File: config.mk
export PLATFORM = sky130hd
export DESIGN_NAME = deg2decimal_flat
export DESIGN_NICKNAME = d
export VERILOG_FILES = /design/src/rtl/deg2decimal_if.sv /design/src/rtl/deg2decimal.sv /design/src/flat_wrapper.sv
export SDC_FILE = /design/constraint.sdc
export NUM_CORES = 1
export LEC_CHECK = 0
export ABC_AREA = 1
export CAP_MARGIN = 20
export CORE_ASPECT_RATIO = 0.9
export CORE_MARGIN = 4
export CORE_UTILIZATION = 45
export CTS_BUF_LIST = sky130_fd_sc_hd__clkbuf_4 sky130_fd_sc_hd__clkbuf_8
export DETAILED_ROUTE_END_ITERATION = 16
export DONT_BUFFER_PORTS = 1
export HOLD_SLACK_MARGIN = 0.12
export PLACE_DENSITY = 0.59
export SLEW_MARGIN = 30
export SYNTH_ARGS = -nofsm -noshare
export SYNTH_HDL_FRONTEND = slang
export SYNTH_SLANG_ARGS = --single-unit
File: constraint.sdc
create_clock -name i_clk -period 5.7 [get_ports i_clk]
set_clock_uncertainty 0.15 [all_clocks]
set_input_delay 1.425 -clock i_clk [delete_from_list [all_inputs] [get_ports i_clk]]
set_output_delay 1.425 -clock i_clk [all_outputs]
set_load 0.005 [all_outputs]
File: src/rtl/deg2decimal_if.sv
// ---------------------------------------------------------------------------
// deg2decimal_if
//   Start/finished pulse handshake and data bus of the binary-angle to
//   packed-BCD degrees converter.
//
//   i_start     1   one-cycle start request (master -> slave)
//   i_deg       14  unsigned binary angle code, MSB = 180 deg
//   i_frccnt    4   requested number of fractional BCD digits
//   o_decimal   64  packed BCD result, right-aligned
//   o_busy      1   conversion in progress
//   o_finished  1   one-cycle done pulse
//
//   master : the requester that drives the start request
//   slave  : the converter
// ---------------------------------------------------------------------------
interface deg2decimal_if;
  logic        i_start;
  logic [13:0] i_deg;
  logic [3:0]  i_frccnt;
  logic [63:0] o_decimal;
  logic        o_busy;
  logic        o_finished;

  modport master (
    output i_start, i_deg, i_frccnt,
    input  o_decimal, o_busy, o_finished
  );

  modport slave (
    input  i_start, i_deg, i_frccnt,
    output o_decimal, o_busy, o_finished
  );
endinterface

File: src/rtl/deg2decimal.sv
// ---------------------------------------------------------------------------
// deg2decimal
//   Converts a 14-bit binary angle code (LSB = 180/8192 deg) into packed-BCD
//   decimal degrees: three integer digits followed by f fractional digits,
//   right-aligned, fractions truncated.
//
//   degrees = code * 45 / 2048
//
//   Sequence: IDLE -> MUL (1) -> INT (9) -> FRC (f) -> END (1) -> IDLE
//
//   Ports
//     i_clk  rising-edge clock
//     i_rst  asynchronous active-low reset
//     bus    deg2decimal_if.slave : i_start, i_deg, i_frccnt in;
//                                   o_decimal, o_busy, o_finished out
//
//   Parameter
//     MAX_FRC  largest fractional digit count; larger requests are clamped
// ---------------------------------------------------------------------------
module deg2decimal #(
  parameter int MAX_FRC = 12
) (
  input  logic          i_clk,
  input  logic          i_rst,
  deg2decimal_if.slave  bus
);

  typedef enum logic [2:0] {
    S_IDLE,
    S_MUL,
    S_INT,
    S_FRC,
    S_END
  } state_t;

  localparam logic [3:0] MAX_FRC_W = 4'(MAX_FRC);
  localparam logic [3:0] INT_LAST  = 4'd8;   // 9 bits of integer part

  state_t      state;
  state_t      next_state;

  logic [13:0] deg_q;       // latched angle code
  logic [3:0]  frc_q;       // latched, clamped fractional digit count
  logic [3:0]  cnt;         // cycle counter inside INT / FRC
  logic [8:0]  int_sr;      // integer part, shifted out MSB first
  logic [10:0] frac_q;      // remaining binary fraction (x / 2048)
  logic [63:0] acc;         // BCD accumulator
  logic [63:0] decimal_q;   // published result

  logic [3:0]  frc_clamp;
  logic [19:0] prod;
  logic [11:0] bcd_adj;
  logic [14:0] frc_prod;
  logic [63:0] acc_nxt;
  logic        busy;
  logic        finished;

  // -------------------------------------------------------------------------
  // Datapath arithmetic
  // -------------------------------------------------------------------------

  assign frc_clamp = (bus.i_frccnt > MAX_FRC_W) ? MAX_FRC_W : bus.i_frccnt;

  // code * 45 as a shift-add: 32 + 8 + 4 + 1. Max 16383*45 = 737235 < 2^20.
  assign prod = ({6'b0, deg_q} << 5) + ({6'b0, deg_q} << 3)
              + ({6'b0, deg_q} << 2) +  {6'b0, deg_q};

  // Double-dabble correction: any digit >= 5 would carry out of its nibble
  // after the shift, so pre-add 3.
  always_comb begin
    // NOTE: every always_comb output gets a default first so no path leaves
    // it unassigned and no latch is inferred.
    bcd_adj = acc[11:0];
    for (int d = 0; d < 3; d++) begin
      if (acc[4*d +: 4] >= 4'd5) begin
        bcd_adj[4*d +: 4] = acc[4*d +: 4] + 4'd3;
      end
    end
  end

  // Fraction times ten; the bits above the binary point are the next decimal
  // digit, the bits below are the new remaining fraction. 2047*10 < 2^15.
  assign frc_prod = ({4'b0, frac_q} << 3) + ({4'b0, frac_q} << 1);

  always_comb begin
    acc_nxt = acc;
    unique case (state)
      S_MUL:   acc_nxt = '0;
      S_INT:   acc_nxt = {52'b0, bcd_adj[10:0], int_sr[8]};
      S_FRC:   acc_nxt = {acc[59:0], frc_prod[14:11]};
      default: acc_nxt = acc;
    endcase
  end

  // -------------------------------------------------------------------------
  // FSM: next state and status outputs
  // -------------------------------------------------------------------------
  always_comb begin
    next_state = state;
    busy       = 1'b1;
    finished   = 1'b0;
    unique case (state)
      S_IDLE: begin
        busy = 1'b0;
        if (bus.i_start) next_state = S_MUL;
      end
      S_MUL: next_state = S_INT;
      S_INT: begin
        if (cnt == INT_LAST) begin
          next_state = (frc_q == 4'd0) ? S_END : S_FRC;
        end
      end
      S_FRC: begin
        // frc_q >= 1 whenever FRC is entered
        if (cnt == frc_q - 4'd1) next_state = S_END;
      end
      S_END: begin
        finished   = 1'b1;
        next_state = S_IDLE;
      end
      default: next_state = S_IDLE;
    endcase
  end

  // -------------------------------------------------------------------------
  // State register
  // -------------------------------------------------------------------------
  always_ff @(posedge i_clk or negedge i_rst) begin
    // NOTE: sequential state uses non-blocking assignments so every register
    // samples the pre-edge values regardless of statement order.
    if (!i_rst) begin
      state <= S_IDLE;
    end else begin
      state <= next_state;
    end
  end

  // -------------------------------------------------------------------------
  // Datapath registers
  // -------------------------------------------------------------------------
  always_ff @(posedge i_clk or negedge i_rst) begin
    // NOTE: every datapath register is cleared by reset so an aborted
    // conversion leaves no stale digits behind.
    if (!i_rst) begin
      deg_q     <= '0;
      frc_q     <= '0;
      cnt       <= '0;
      int_sr    <= '0;
      frac_q    <= '0;
      acc       <= '0;
      decimal_q <= '0;
    end else begin
      // Counter restarts on every state change and runs inside INT / FRC.
      if (state != next_state) begin
        cnt <= '0;
      end else if (state == S_INT || state == S_FRC) begin
        cnt <= cnt + 4'd1;
      end

      unique case (state)
        S_IDLE: begin
          if (bus.i_start) begin
            deg_q <= bus.i_deg;
            frc_q <= frc_clamp;
          end
        end
        S_MUL: begin
          int_sr <= prod[19:11];
          frac_q <= prod[10:0];
          acc    <= acc_nxt;
        end
        S_INT: begin
          int_sr <= {int_sr[7:0], 1'b0};
          acc    <= acc_nxt;
        end
        S_FRC: begin
          frac_q <= frc_prod[10:0];
          acc    <= acc_nxt;
        end
        default: ;
      endcase

      // Publish on entry to END using the value the accumulator is about to
      // take, so the output never shows partial results.
      if (next_state == S_END && state != S_END) begin
        decimal_q <= acc_nxt;
      end
    end
  end

  assign bus.o_decimal  = decimal_q;
  assign bus.o_busy     = busy;
  assign bus.o_finished = finished;

endmodule
File: src/flat_wrapper.sv
// flat-port wrapper written by rule: the top's interface ports become plain ports
module deg2decimal_flat 
#(
  parameter int MAX_FRC = 12
)
  (i_clk, i_rst, bus_i_start, bus_i_deg, bus_i_frccnt, bus_o_decimal, bus_o_busy, bus_o_finished);
  deg2decimal_if bus_i ();
  input  logic i_clk;
  input  logic i_rst;
  input wire logic [$bits(bus_i.i_start)-1:0] bus_i_start;
  input wire logic [$bits(bus_i.i_deg)-1:0] bus_i_deg;
  input wire logic [$bits(bus_i.i_frccnt)-1:0] bus_i_frccnt;
  output wire logic [$bits(bus_i.o_decimal)-1:0] bus_o_decimal;
  output wire logic [$bits(bus_i.o_busy)-1:0] bus_o_busy;
  output wire logic [$bits(bus_i.o_finished)-1:0] bus_o_finished;
  assign bus_i.i_start = bus_i_start;
  assign bus_i.i_deg = bus_i_deg;
  assign bus_i.i_frccnt = bus_i_frccnt;
  assign bus_o_decimal = bus_i.o_decimal;
  assign bus_o_busy = bus_i.o_busy;
  assign bus_o_finished = bus_i.o_finished;
  deg2decimal #(.MAX_FRC(MAX_FRC)) u_core (.i_clk(i_clk), .i_rst(i_rst), .bus(bus_i));
endmodule
Yosys cells after proc, flatten, opt, wreduce, memory -nomap -nowiden

Index checks and enable logic that the tools add are counted.

Output and inout port bits: 66
Register bits after elaboration: 173

Eq/ne operators: 9
Magnitude comparators: 4
Multiplexer cells: 16
Reduce and logical (&&, ||, !) cells: 9
$add $sub $neg: 9

Operators with widths:

| operator                                                              | number |
|---|---|
| 64-bit one-hot mux with 3 select lines                                | 1 |
| 11-bit one-hot mux with 2 select lines                                | 1 |
| 19-bit by 17-bit adder with 20-bit output                             | 1 |
| 20-bit by 14-bit adder with 20-bit output                             | 1 |
| 20-bit by 16-bit adder with 20-bit output                             | 1 |
| 4-bit two-way mux                                                     | 5 |
| 9-bit one-hot mux with 2 select lines                                 | 1 |
| 14-bit by 12-bit adder with 15-bit output                             | 1 |
| 3-bit two-way mux                                                     | 5 |
| 4-bit by 3-bit >= comparator with 1-bit output, second input constant | 3 |
| 3-bit one-hot mux with 4 select lines                                 | 1 |
| 4-bit by 2-bit adder with 4-bit output, second input constant         | 2 |
| 3-bit by 2-bit equality test with 1-bit output, second input constant | 2 |
| 3-bit equality test, second input constant                            | 2 |
| 2-bit nonzero test                                                    | 3 |
| 4-bit by 1-bit adder with 4-bit output, second input constant         | 1 |
| 4-bit equality test                                                   | 1 |
| 4-bit equality test, second input constant                            | 1 |
| 4-bit greater-than comparator, second input constant                  | 1 |
| 4-bit zero test                                                       | 1 |
| 4-bit by 1-bit subtractor with 4-bit output, second input constant    | 1 |
| 3-bit by 2-bit adder with 3-bit output, second input constant         | 1 |
| 3-bit by 1-bit equality test with 1-bit output, second input constant | 1 |
| 3-bit zero test                                                       | 1 |
| other kinds (7)                                                       | 8 |

Depth between registers and ports, before layout

Gate-level depths: netlist (run 1).

Word-level depth: 6
Mapped depth: 15
Mapped depth without buffers: 15

Worst setup path before layout (run 1)

OpenSTA, ideal clock, no wires.

Path kind: reg-to-reg
Start point: register u_core.deg_q[0]
End point: register u_core.int_sr[3]
Path slack: 2.525 ns
Period minus slack after synthesis: 3.175 ns
Data arrival time: 2.907 ns
Path buffers: 0
Library setup time: 0.118 ns
Stages on the path, launching flop included: 13
Cell sequence: dfrtp_1 > inv_1 > fa_1 > inv_1 > fa_1 > inv_1 > fa_1 > o21ai_0 > a21boi_0 > nor2_1 > o21ai_0 > nand3_1 > nand2_1

Cells in the longest elaborated chain, start to end: 4

Ends and longest elaborated chain:

| element                                       | line               | source |
|---|---|---|
| from (decl)                                   | deg2decimal.sv:42  | `logic [13:0] deg_q;` |
| from (signal assigned)                        | deg2decimal.sv:163 | `deg_q <= bus.i_deg;` |
| 19-bit by 17-bit adder with 20-bit output     | deg2decimal.sv:65  | `assign prod = ({6'b0, deg_q} << 5) + ({6'b0, deg_q} << 3)` |
| 20-bit by 16-bit adder with 20-bit output     | deg2decimal.sv:66  | `+ ({6'b0, deg_q} << 2) + {6'b0, deg_q};` |
| 20-bit by 14-bit adder with 20-bit output (*) | deg2decimal.sv:66  |  |
| 9-bit one-hot mux with 2 select lines (*)     | deg2decimal.sv:160 | `unique case (state)` |
| to (signal assigned)                          | deg2decimal.sv:168 | `int_sr <= prod[19:11];` |
| to (signal assigned)                          | deg2decimal.sv:173 | `int_sr <= {int_sr[7:0], 1'b0};` |
| to (decl)                                     | deg2decimal.sv:45  | `logic [8:0] int_sr;` |

Every way passes the cells marked *; elsewhere a longest branch is shown, timed or not.
A chain may end at the register's enable or synchronous reset.

Worst setup path after layout (run 1)

Start point: register u_core.deg_q[0]
End point: register u_core.frac_q[10]

Cells in the longest elaborated chain, start to end: 4

Ends and longest elaborated chain:

| element                                       | line               | source |
|---|---|---|
| 19-bit by 17-bit adder with 20-bit output     | deg2decimal.sv:65  |  |
| 20-bit by 16-bit adder with 20-bit output     | deg2decimal.sv:66  |  |
| 20-bit by 14-bit adder with 20-bit output (*) | deg2decimal.sv:66  |  |
| 11-bit one-hot mux with 2 select lines (*)    | deg2decimal.sv:160 |  |
| to (signal assigned)                          | deg2decimal.sv:169 | `frac_q <= prod[10:0];` |
| to (signal assigned)                          | deg2decimal.sv:177 | `frac_q <= frc_prod[10:0];` |
| to (decl)                                     | deg2decimal.sv:46  | `logic [10:0] frac_q;` |

Marked as above.

==> impl_metrics.ini, run 1 <==
[outcome]
outcome = complete, no violations

[worst_setup_path]
rr_endpoint = u_core.frac_q[10]
start_kind = flop
r2r_cells = 12
end_kind = flop
crit_fanout = 6
criticalPathCategory = reg2reg
crit_required_ns = 5.89
worstSetupEndpoint = u_core.frac_q[10]
cp.arrival_ns = 3.73
r2r-start = u_core.deg_q[0]
r2r_setup_slack_ns = 2.16
startpoint = u_core.deg_q[0]

[clocking]
cts_tree = done
clock_latency_ns = 0.46
holdBufCountCts = 0
h-tree-depth = 4
clock-sinks = 173
cts_resized = 0
cts_buffer_depth = 2
numCtsBuffers = 17
clockRootBuffer = clkbuf_8
path_clk_slew_ns = 0.09
post-cts-setup-buffers = 0

[synth]
synth_cell_type_count = 37
synth_edf_count = 0
syn_avg_cell_area_um2 = 8.47
synthTopCellsByCount = nand2_1 (352), dfrtp_1 (173), inv_1 (152)
netlist_instances = 1065
seq_area_frac_synth = 0.480
yosys_most_used_dff = dfrtp_1
netlist_area_um2 = 9020
synth_top_cell_by_area = dfrtp_1
synth.most_common_cell = nand2_1
ys_ff_latch = 173
synthMuxAreaShare = 0
synthTopCellsByArea = dfrtp_1 (48%), nand2_1 (15%), inv_1 (6.3%), ha_1 (5.7%), fa_1 (5.3%)
synth_compound_area_frac = 0.107
synthArstFlopShare = 1.00
ys.warnings.count = 0
synthAdderAreaFrac = 0.110
synth-xor-area-share = 0.0116
netlist.area_leader.share = 0.480
syn_nets = 1151
synth_top_family_by_area = simple AND/OR/NAND/NOR gates
yosys.area_share.simple = 0.205

[timing]
hold_viol = 0
period_share = 0.621
max_slew.worst_pin.slew_ns = 0.838
relSlewSlack = 0.441
period_minus_slack_ns = 3.54
fmax_mhz = 283
tns_ns = 0
rsz0062_at_grt = no
setup_viol = 0
drv_slew = 0

[drt]
dr.pass1.iters = 7
vias = 6694
detail_route.iter0.violations = 503
wire_per_inst_um = 14.7
routed_wirelength_mm = 19.3
ant_nets = 0
post-route-drc-count = 0
viasPerCell = 5.09

[floorplanning]
die_area_um2 = 22400
start_util = 0.464
fp.dieW_um = 157
pin_count = 87
fp.dieH_um = 142
core.rowCount = 48
core_area_um2 = 19500

[global_route]
grt_usage = 0.182
grt_max_degree = 174
first_global_vias = 6608
antenna_found_initial = 0
gr-total-overflow = 0
grt_pass1_wl_mm = 33.1

[finish]
seq_area_um2 = 4330
num_antenna_cells = 0
area_delta_synth_final_pct = 5.60
nets = 1139
nFillCells = 1943
drive_gt1_frac = 0.0423
multi_input_area_um2 = 3920

[worst_hold_path]
hold_path_depth = 2
hp-class = reg2reg

[placement]
hpwlAfterDp_mm = 13.2
port_buffers = 0
globalplace.congestion = 0.871

[job]
max_cap_viol_count = 0
-- logic make-up after synthesis --
group / count (synthesis)
AND/OR/NAND/NOR: 458
XOR/XNOR: 12
AO/OA/AOI/OAI: 166
flip-flops: 173
buffers and inverters: 191
adder cells (fa/ha/maj): 65
-- cell usage in the layout, fill, tap and decap left out, drive strengths merged, types with 8 or more instances in the layout --
master and count:
a21oi 34, clkbuf 18, dfrtp 173, fa 24, ha 41, inv 162, nand2 356, nand3 45
nor2 36, o211ai 10, o21ai 53, o22ai 54, xor2 8
-- critical path, stage by stage (launching register included) --
cell and delay [ns]:
dfrtp_1 0.41, inv_1 0.10, fa_1 0.54, inv_1 0.06, fa_1 0.54, inv_1 0.07, fa_1 0.45, o21ai_0 0.52
a21boi_0 0.23, nand2_1 0.11, nand3_1 0.07, nand3_1 0.10, o21ai_0 0.07
-- metrics by stage --
step	cell area, um^2	hold WS, ns	instances	util	setup slack, ns
global route	9530	0.382	1315	0.490	1.82
detailed placement	9180	0.339	1284	0.472	2.14
CTS	9530	0.358	1315	0.490	2.12
global placement	9170	0.320	1284	0.471	2.24
finish	9530	0.352	1315	0.490	2.16
floorplan	9020	0.299	1065	-	2.53
-- flip-flops by register name, summed over array words and instances, names as in the netlist --
name / flops
u_core.int_sr: 9
u_core.deg_q: 14
u_core.frac_q: 11
u_core.bus.o_decimal: 64
u_core.acc: 64
u_core.frc_q: 4
u_core.state: 3
u_core.cnt: 4
-- final cells by class --
cell class / instances / share of cell area
clock buffers: 18 / 0.0260
clock inverters: 13 / 0.0110
inverters: 157 / 0.0624
multi-input cells: 701 / 0.411
flip-flops and latches: 173 / 0.454
well taps: 250 / 0.0328
repair buffers: 3 / 0.00236
-- per-layer routing --
metal / global-route usage / part of all wire / vias to the layer above
li1: - / - / 3378
met3: 0.0526 / 0.053 / 18
met5: 0 / 0 / -
met1: 0.266 / 0.50 / 3177
met4: 0.0430 / 0.013 / 0
met2: 0.271 / 0.44 / 121
-- worst min path at each step --
stage	startpoint	end	slack (ns)
after floorplan	u_core.int_sr[8]	u_core.int_sr[8]	0.30
after global placement	u_core.int_sr[0]	u_core.int_sr[0]	0.32
after detailed placement	u_core.int_sr[8]	u_core.int_sr[8]	0.34
after CTS	u_core.int_sr[8]	u_core.int_sr[8]	0.36
after global routing	u_core.bus.o_decimal[50]	u_core.bus.o_decimal[50]	0.38
final	u_core.bus.o_decimal[54]	u_core.bus.o_decimal[54]	0.35
Power of run 1 is left out: the tool's default activity adds up to more than one toggle a clock period on the data nets, which glitch-free logic cannot reach.
==> run 2: changes to the inputs <==
- PLACE_DENSITY: 0.59 -> 0.61
- clock period: 5.7 -> 3.05 ns (I/O delays scaled with it)
==> run 2 against run 1 <==
The flow now finishes with violations (negative hold slack). Die area is the same. Register-to-register slack worse by 2.1 ns. Design area increased by 5.5%. Clock-buffer cell count grew 1. Wire length up 0.42%. Global-route usage fell by 0.22 points. Critical endpoint is now u_core.int_sr[5]. Utilization increased by 2.7 points. Largest cell class unchanged. Highest routed layer unchanged.
==> impl_metrics.ini, run 2 (synthesized netlist as in run 1, its figures left out) <==
[placement]
hpwlAfterDp_mm = 13.0
port_buffers = 0
globalplace.congestion = 0.892

[floorplanning]
pin_count = 87
die_area_um2 = 22400
core.rowCount = 48
fp.dieW_um = 157
start_util = 0.464
core_area_um2 = 19500
fp.dieH_um = 142

[clocking]
numCtsBuffers = 17
clock_latency_ns = 0.45
h-tree-depth = 4
cts_tree = done
clock-sinks = 173
clockRootBuffer = clkbuf_8
path_clk_slew_ns = 0.10
cts_buffer_depth = 2

[drt]
detail_route.iter0.violations = 417
vias = 6710
wire_per_inst_um = 14.3
ant_nets = 0
dr.pass1.iters = 4
routed_wirelength_mm = 19.4
post-route-drc-count = 0
viasPerCell = 4.97

[finish]
final_common_cell = nand2_1
drive_gt1_frac = 0.117
final_cell_mix = nand2_1 (346), dfrtp_1 (173), inv_1 (141)
nets = 1174
area_delta_synth_final_pct = 11.4
num_antenna_cells = 0
nFillCells = 1848

[outcome]
outcome = finished with violations
violations = negative hold slack

[worst_hold_path]
hp-class = in2async

[timing]
max_slew.worst_pin.slew_ns = 0.771
drv_slew = 0
rsz0062_at_grt = yes
relSlewSlack = 0.483
period_share = 0.980
fmax_mhz = 335
tns_ns = 0
hold_viol = 173
period_minus_slack_ns = 2.99
setup_viol = 0
whs_ns = -0.152

[worst_setup_path]
crit_fanout = 5
start_kind = flop
cp.arrival_ns = 3.18
crit_required_ns = 3.24
end_kind = flop
criticalPathCategory = reg2reg

[global_route]
grt_usage = 0.180
grt_pass1_wl_mm = 32.9
gr-total-overflow = 0
grt_max_degree = 174
antenna_found_initial = 0
first_global_vias = 6847

[job]
max_cap_viol_count = 0
-- run 2: final cells by class --
| type | instances | area, um^2 | share of cell area |
|---|---|---|---|
| sequential | 173 | 4330 | 0.431 |
| clock buffer | 19 | 262 | 0.0260 |
| clock inverter | 12 | 129 | 0.0128 |
| tap | 250 | 313 | 0.0311 |
| multi-input combinational | 701 | 4130 | 0.410 |
| inverter | 157 | 594 | 0.0591 |
| timing repair buffer | 38 | 298 | 0.0296 |
-- run 2: timing repair --
| item | 4_1_cts | 5_1_grt |
|---|---|---|
| setup buffers | 0 | 4 |
| resized for setup | 14 | 47 |
| pin swaps | 2 | 14 |
| endpoints found under the setup margin | 10 | 12 |
| endpoints found under the hold margin | 173 | 173 |
-- run 2: critical path: stages, from the launching register on --
cell,delay [ns]
dfrtp_1,0.37
inv_2,0.08
fa_1,0.51
inv_1,0.06
fa_1,0.56
inv_2,0.05
fa_2,0.37
o21ai_4,0.24
buf_4,0.15
nand4_1,0.09
nand3_2,0.09
nand2_1,0.05
nand2_1,0.05
o21bai_1,0.06
-- run 2: path summary, 6_finish.rpt --
kind | endpoint | depth (start not counted) | slack (ns) | from
min in group i_clk | u_core.frc_q[3] | 2 | 0.28 | bus_i_frccnt[3]
worst max register to register | u_core.int_sr[5] | 13 | 0.06 | u_core.deg_q[2]
worst min register to register | u_core.int_sr[8] | 2 | 0.34 | u_core.int_sr[8]
worst max-delay path | u_core.int_sr[5] | 13 | 0.06 | u_core.deg_q[2]
worst min-delay path | u_core.frc_q[1] | 0 | -0.15 | i_rst
max in group asynchronous | u_core.bus.o_decimal[61] | 0 | 2.61 | i_rst
-- run 2: per-layer routing --
layer  routed length, um  vias up  GRT usage
met5                   0        -          0
met4                 172        0     0.0380
met3                1120       13     0.0450
met2                8660       98      0.278
met1                9420     3153      0.261
li1                    -     3446          -
-- run 2: per-stage QoR --
step	cells	util	setup slack [ns]	instance area [um^2]	hold slack, ns
after CTS	1346	0.506	0.00941	9840	-0.180
after global placement	1315	0.484	-0.0973	9420	0.322
after global routing	1350	0.516	-0.106	10000	-0.186
after detailed placement	1315	0.484	-0.106	9430	0.319
final	1350	0.516	0.0609	10000	-0.152
after floorplan	1065	-	0.0543	9030	0.299
Power of run 2 is left out for the same reason.
==> run 3: changes to the inputs <==
- CTS_CLUSTER_DIAMETER: not set -> 50
==> results of run 3 <==
Final layout, timing and power as in run 2 (identical DEF).
Power of run 3 is left out for the same reason.
